`src/rtl/sbqm_pkg.sv`:
```
// rtl/sbqm_pkg.sv - shared types, defaults and wait-estimate helper for the teller dispatcher
package sbqm_pkg;
  localparam int N_TELLERS_DEF   = 3;
  localparam int SVC_TIME_DEF    = 4;
  localparam int ACK_TIMEOUT_DEF = 15;
  localparam int CNT_W           = 3;
  localparam int WAIT_W          = 5;
  localparam int WAIT_MAX        = 31;

  typedef enum logic [1:0] {
    ST_IDLE   = 2'd0,
    ST_CALL   = 2'd1,
    ST_SETTLE = 2'd2
  } state_t;

  // ceil(p / a) for a in 0..3; with no free window every customer counts as a full round
  function automatic int ceil_div_small(input logic [CNT_W-1:0] p, input logic [1:0] a);
    int q;
    case (a)
      2'd2: q = (int'(p) + 1) >> 1;
      2'd3: begin
        case (p)
          3'd0:             q = 0;
          3'd1, 3'd2, 3'd3: q = 1;
          3'd4, 3'd5, 3'd6: q = 2;
          default:          q = 3;
        endcase
      end
      default: q = int'(p);
    endcase
    return q;
  endfunction

  function automatic logic [WAIT_W-1:0] wait_est(input logic [CNT_W-1:0] p,
                                                 input logic [1:0] a, input int svc);
    int prod;
    prod = svc * ceil_div_small(p, a);
    if (prod > WAIT_MAX) return WAIT_W'(WAIT_MAX);
    return WAIT_W'(prod);
  endfunction
endpackage

```
`src/rtl/rr_arbiter.sv`:
```
// rtl/rr_arbiter.sv - round-robin pick of one free teller, search starting at the pointer
module rr_arbiter #(
  parameter int N = 3
) (
  input  logic [N-1:0] i_req,
  input  logic [1:0]   i_ptr,
  output logic [1:0]   o_gnt_idx,
  output logic         o_gnt_valid
);
  logic [2:0] w_k;

  always_comb begin
    o_gnt_idx   = '0;
    o_gnt_valid = 1'b0;
    w_k         = '0;
    for (int i = 0; i < N; i++) begin
      w_k = {1'b0, i_ptr} + 3'(i);
      if (w_k >= 3'(N)) w_k = w_k - 3'(N);
      if (!o_gnt_valid && i_req[w_k[1:0]]) begin
        o_gnt_valid = 1'b1;
        o_gnt_idx   = w_k[1:0];
      end
    end
  end
endmodule

```
`src/rtl/teller_dispatch.sv`:
```
// rtl/teller_dispatch.sv - calls queued customers to free teller windows and estimates wait time
module teller_dispatch
  import sbqm_pkg::*;
#(
  parameter int N_TELLERS   = N_TELLERS_DEF,
  parameter int SVC_TIME    = SVC_TIME_DEF,
  parameter int ACK_TIMEOUT = ACK_TIMEOUT_DEF
) (
  input  logic                 clk,
  input  logic                 reset,
  input  logic [CNT_W-1:0]     p_count,
  input  logic [N_TELLERS-1:0] teller_free,
  input  logic                 call_ack,
  output logic                 call_valid,
  output logic [1:0]           call_id,
  output logic                 leave_pulse,
  output logic                 no_show,
  output logic [WAIT_W-1:0]    wait_time
);
  localparam int               TMO_W    = $clog2(ACK_TIMEOUT + 1);
  localparam logic [TMO_W-1:0] TMO_LAST = TMO_W'(ACK_TIMEOUT - 1);

  state_t            r_state, w_state_nxt;
  logic              r_call_valid, w_call_valid_nxt;
  logic [1:0]        r_call_id, w_call_id_nxt;
  logic              r_leave, w_leave_nxt;
  logic              r_no_show, w_no_show_nxt;
  logic [TMO_W-1:0]  r_tmo, w_tmo_nxt;
  logic [1:0]        r_ptr, w_ptr_nxt;
  logic [WAIT_W-1:0] r_wait;
  logic [1:0]        w_gnt_idx;
  logic              w_gnt_valid;
  logic [1:0]        w_free_cnt;

  rr_arbiter #(.N(N_TELLERS)) u_rr (
    .i_req       (teller_free),
    .i_ptr       (r_ptr),
    .o_gnt_idx   (w_gnt_idx),
    .o_gnt_valid (w_gnt_valid)
  );

  always_comb begin
    w_free_cnt = '0;
    for (int i = 0; i < N_TELLERS; i++) w_free_cnt = w_free_cnt + 2'(teller_free[i]);
  end

  always_comb begin
    w_state_nxt      = r_state;
    w_call_valid_nxt = r_call_valid;
    w_call_id_nxt    = r_call_id;
    w_tmo_nxt        = r_tmo;
    w_ptr_nxt        = r_ptr;
    w_leave_nxt      = 1'b0;
    w_no_show_nxt    = 1'b0;
    case (r_state)
      ST_IDLE: begin
        if (p_count != '0 && w_gnt_valid) begin
          w_state_nxt      = ST_CALL;
          w_call_valid_nxt = 1'b1;
          w_call_id_nxt    = w_gnt_idx;
          w_tmo_nxt        = '0;
          w_ptr_nxt        = (w_gnt_idx == 2'(N_TELLERS - 1)) ? 2'd0 : w_gnt_idx + 2'd1;
        end
      end
      ST_CALL: begin
        // ack wins over a timeout expiring in the same cycle
        if (call_ack) begin
          w_state_nxt      = ST_SETTLE;
          w_call_valid_nxt = 1'b0;
          w_leave_nxt      = 1'b1;
          w_tmo_nxt        = '0;
        end else if (r_tmo == TMO_LAST) begin
          w_state_nxt      = ST_IDLE;
          w_call_valid_nxt = 1'b0;
          w_no_show_nxt    = 1'b1;
          w_tmo_nxt        = '0;
        end else begin
          w_tmo_nxt = r_tmo + TMO_W'(1);
        end
      end
      ST_SETTLE: w_state_nxt = ST_IDLE;
      default:   w_state_nxt = ST_IDLE;
    endcase
  end

  always_ff @(posedge clk) begin
    if (!reset) begin
      r_state      <= ST_IDLE;
      r_call_valid <= 1'b0;
      r_call_id    <= '0;
      r_leave      <= 1'b0;
      r_no_show    <= 1'b0;
      r_tmo        <= '0;
      r_ptr        <= '0;
      r_wait       <= '0;
    end else begin
      r_state      <= w_state_nxt;
      r_call_valid <= w_call_valid_nxt;
      r_call_id    <= w_call_id_nxt;
      r_leave      <= w_leave_nxt;
      r_no_show    <= w_no_show_nxt;
      r_tmo        <= w_tmo_nxt;
      r_ptr        <= w_ptr_nxt;
      r_wait       <= wait_est(p_count, w_free_cnt, SVC_TIME);
    end
  end

  assign call_valid  = r_call_valid;
  assign call_id     = r_call_id;
  assign leave_pulse = r_leave;
  assign no_show     = r_no_show;
  assign wait_time   = r_wait;
endmodule

```
`config.mk`:
```
export PLATFORM = sky130hd
export DESIGN_NAME = teller_dispatch
export DESIGN_NICKNAME = d
export VERILOG_FILES = /design/src/rtl/sbqm_pkg.sv /design/src/rtl/rr_arbiter.sv /design/src/rtl/teller_dispatch.sv
export SDC_FILE = /design/constraint.sdc
export NUM_CORES = 1
export LEC_CHECK = 0
export BUFFER_PORTS_ARGS = -buffer_cell sky130_fd_sc_hd__buf_2
export CORE_AREA = 5 5 53 55
export DETAILED_ROUTE_END_ITERATION = 6
export DIE_AREA = 0 0 58 60
export PLACE_DENSITY = 0.84
export REMOVE_ABC_BUFFERS = 1
export SYNTH_ARGS = -nofsm -noshare
export SYNTH_HDL_FRONTEND = slang
export SYNTH_SLANG_ARGS = --single-unit
```
`constraint.sdc`:
```
create_clock -name clk -period 2 [get_ports clk]
set_input_delay 0.2 -clock clk [delete_from_list [all_inputs] [get_ports clk]]
set_output_delay 0.2 -clock clk [all_outputs]
set_load 0.1 [all_outputs]
```
### Word-level counts from Yosys, hierarchy flattened

Index checks and enable logic that the tools add are counted.
Widths: inputs -> output; s select.

* bits in registers: 18
* word-level logic and storage cells: 96
* output and inout port bits: 10

* $add $sub $neg: 10
* order comparisons: 7
* bitwise gates (word level): 2
* multiplexer cells: 37
* reduce and logical (&&, ||, !) cells: 18
* equal/unequal tests: 13

Operator list (number)
* $gt 32x6->1 const B: 1
* $mux 30: 1
* $mux 2: 10
* $mux 1: 13
* $mux 4: 3
* $mux 5: 2
* $reduce_and 2->1: 5
* $eq 3x3->1 const B: 3
* $lt 2x3->1 const B: 3
* $reduce_or 3->1: 3
* $pmux 4 s2: 1
* $bmux 1 s2: 3
* $eq 2x2->1 const B: 3
* $eq 3x2->1 const B: 2
* $ge 3x2->1 const B: 2
* $pmux 2 s3: 1
* $pmux 3 s2: 1
* $sub 2x2->2 const B: 3
* $add 3x1->4 const B: 1
* $add 4x1->4 const B: 1
* $eq 4x4->1 const B: 1
* $pmux 2 s2: 1
* $add 2x1->3 const B: 1
* $add 2x2->3 const B: 1
* other kinds (17): 21

### Logic depth before layout (Yosys ltp)

* depth after elaboration: 14
* depth in mapped cells: 8
* gate-level depth less buffers: 7

### By module

A second synthesis with hierarchy kept.

* cells, all modules: 118
* area total of the unflattened synthesis: 1042.2 sq um

Modules (own cells, without submodules)
* teller_dispatch: area each 842.1 sq um, times used 1, cells each 92
* rr_arbiter: area each 200.2 sq um, times used 1, cells each 26

### Least setup slack after synthesis

OpenSTA, ideal clock, no wires.

* path type: reg2reg
* from: register r_ptr[0]
* to: register r_ptr[0]
* arrival: 1.930 ns
* path buffers: 1
* path slack: -0.046 ns
* required time: 1.884 ns
* cell stages (with the launch flop): 8
* path through: dfxtp_1 -> inv_1 -> ha_1 -> buf_6 -> o211a_4 -> o41a_1 -> o211a_2 -> o211a_1

* word-level cells in the longest chain between the ends: 13
* elaborated cells between the ends (all ways): 32
* classes of those cells: add/sub (6); order compare (3); eq/ne (1); mux (16); reduce/logical (6)

Ends and longest elaborated chain
* start: declaration: line teller_dispatch.sv:29 `logic [1:0] r_ptr, w_ptr_nxt;`
* start signal: assignment: line teller_dispatch.sv:103 `r_ptr <= w_ptr_nxt;`
* branches (longest 13 deep; another with $add 2x1->3)

Several ways; the timed one is not identified. The select of a mux whose other input is x is not followed.
A chain may end at the register's enable or synchronous reset.

### Worst setup path in the final report

* from: register r_ptr[1]
* to: register r_ptr[0]

Same word-level chain as after synthesis.

==> metrics <==
Final ANT Viol Nets 0; Psw 0.000778 W; logic gate share of total power 0.646; slowest stage cell, crit path o41a_1; DRC 0; fmax 0.528 GHz; Critical Path Sink Type flop; GPL Wtd Cong 0.885; outcome finished, final reports clean; nets 169; Max-cap violations 0; Mapped Area 1070 µm²; CTS H-tree lvls 1; clock latency at the later pin of the worst-skew pair about 0.28 ns; Placed Area roughly 1200 µm²; Pwr Density 1280 nW/µm²; initial antenna violation count 0; Yosys reg bits 16; most frequent cells in the layout 16 x buf_2, 15 x dfxtp_1, 12 x nor2_1; Max Clock Skew about 0.0033 ns; worst path cell trace inv_1 > ha_1 > o211a_4 > o41a_1 > o211a_2 > o211a_1; first-pass GRT wire length 3910 µm; vias in the first global route approximately 970; DR iter-0 viols 13; CTS tree done; worst min path class in -> reg; EDFF count, synth 0; detailed placement HPWL around 1800 µm; Placed Cells 173; final setup vio count 0; DR WL/cell about 13 µm; Final Max Tran Viols 0; port buffer count 16; GRT overflow 0; commonest non-fill, non-tap cell in the layout buf_2; post-DR vias/cell between 5 and 6; WS Path Type reg -> reg; n_diodes 0; post_cts resized 0; Num CTS Buffers 3; area grow syn2layout 18.2%; post-CTS setup buffer count 0; Die Ht approximately 60 µm; # rows 18; GRT Util Overall 0.141; cts hold-fix bufs 0; Final min period 1.89 ns; final hold vios 0; Flop pwr share 0.257; yosys warns 0; clock network power share 0.098; Lkg Pwr about 0.56 nW; crit-path leading delay family compound AO/OA/AOI/OAI gates; worst path required time ~2.2 ns; IO Pins 19; Avg Inst Size Synth around 8.6 µm²; RSZ-0062 raised after global routing no; Cells after Synth about 120; via count 969; clk sink count 16; die area about 3500 µm²; CTS root buf clkbuf_4; die span in x about 58 µm; Async S/R FF share, synth 0; share of cells above drive strength 1 0.260; CP arrival just over 2 ns; WL final ~2300 µm; DR pass1 iterations 4; internal power approximately 0.00084 W; Net Sw Frac 0.480; prevailing post-synth register cell dfxtp_1; register area share after synthesis 0.299; design area approximately 1300 µm²; worst path bufs/invs 1; r2r setup slk 0.11 ns; clk slew on worst S/H paths ~0.080 ns; Unique masters post-synth 40; Initial Util 0.457; final worst path period share 0.947; Worst path max stage delay around 0.44 ns; largest net degree at the start of global routing 11; Clock Path Buffers 2; crit path launch type flop; non-filler cells in the finished layout about 180; CP max FO 3; Core Region approximately 2300 µm²; Max VDD drop roughly 0.95 mV
==> logic make-up (layout without fill, tap and decap cells) <==
group	count (synthesis)	in the layout	synth area share
AO/OA/AOI/OAI	37	37	0.262
adder cells (fa/ha/maj)	12	12	0.147
buffers and inverters	14	35	0.0642
flip-flops	16	16	0.299
multiplexers	4	4	0.0374
other	1	2	0.00350
AND/OR/NAND/NOR	40	40	0.187
==> routing by layer <==
| layer | share of wire | up-vias | wire length (µm) | GRT usage |
|---|---|---|---|---|
| met1 | 0.41 | 460 | 944 | 0.159 |
| met4 | 0.014 | 0 | 31 | 0.0464 |
| met2 | 0.52 | 18 | 1200 | 0.250 |
| met5 | 0 | - | 0 | 0 |
| li1 | - | 487 | - | - |
| met3 | 0.051 | 4 | 118 | 0.0454 |
==> synthesized netlist by cell type (2+ instances only) <==
cell / n / area (µm²)
o22ai_1: 2 / 12.5
o21ai_0: 8 / 40.0
ha_1: 11 / 138
nor2b_1: 2 / 12.5
nand3b_1: 3 / 22.5
inv_1: 9 / 33.8
o211ai_1: 2 / 15.0
nand3_1: 3 / 15.0
nand2b_1: 2 / 12.5
nor2_1: 12 / 45.0
dfxtp_1: 16 / 320
nor3_1: 5 / 25.0
and3_1: 4 / 25.0
a21oi_1: 8 / 40.0
a211oi_1: 2 / 15.0
mux2i_1: 4 / 40.0
nand2_1: 6 / 22.5
a31oi_1: 2 / 12.5
buf_4: 2 / 15.0
==> cell type report <==
cell class                      instances  area, µm²
Clock buffer                            3       22.5
Fill cell                             230       1080
Inverter                               10       37.5
Multi-Input combinational cell         95        718
Sequential cell                        16        322
Tap cell                               30       37.5
Timing Repair Buffer                   22        129
==> worst reg2reg max path, cell delays in order (launching register included) <==
cell and delay (ns):
dfxtp_2 0.38, inv_1 0.10, ha_1 0.24, o211a_4 0.26, o41a_1 0.44, o211a_2 0.15, o211a_1 0.22
==> power by group through the flow <==
stage	combinational (W)	clock (W)	sequential, W
3_3_place_gp	0.000955	0	0.000413
4_1_cts	0.000989	0.000165	0.000409
6_report	0.00105	0.000158	0.000416
3_5_place_dp	0.000986	0	0.000416
5_1_grt	0.00112	0.000183	0.000424
2_1_floorplan	0.000531	0	0.000629
==> registers in the layout (all words and copies together), names as in the netlist <==
signal,flops
call_id,2
r_tmo,4
r_ptr,2
call_valid,1
r_state,2
leave_pulse,1
wait_time,3
no_show,1
==> through the flow <==
step / utilization / worst slack (ns) / total power [W] / hold slack [ns] / TNS [ns]
final: 0.541 / 0.106 / 0.00162 / 0.123 / 0
after CTS: 0.525 / 0.0163 / 0.00156 / 0.114 / 0
after global placement: 0.515 / 0.0893 / 0.00137 / 0.413 / 0
after floorplan: - / -0.0567 / 0.00116 / 0.272 / -0.0567
after global routing: 0.541 / 0.0318 / 0.00173 / 0.120 / 0
after detailed placement: 0.515 / 0.0345 / 0.00140 / 0.414 / 0
==> path summary, 6_finish.rpt <==
check / depth (start not counted) / from / to
setup / recovery: 6 / r_ptr[1] / r_ptr[0]
hold / removal: 2 / call_ack / no_show
setup reg to reg: 6 / r_ptr[1] / r_ptr[0]
hold reg to reg: 2 / call_id[1] / call_id[1]
(Power assumes the default switching activity.)
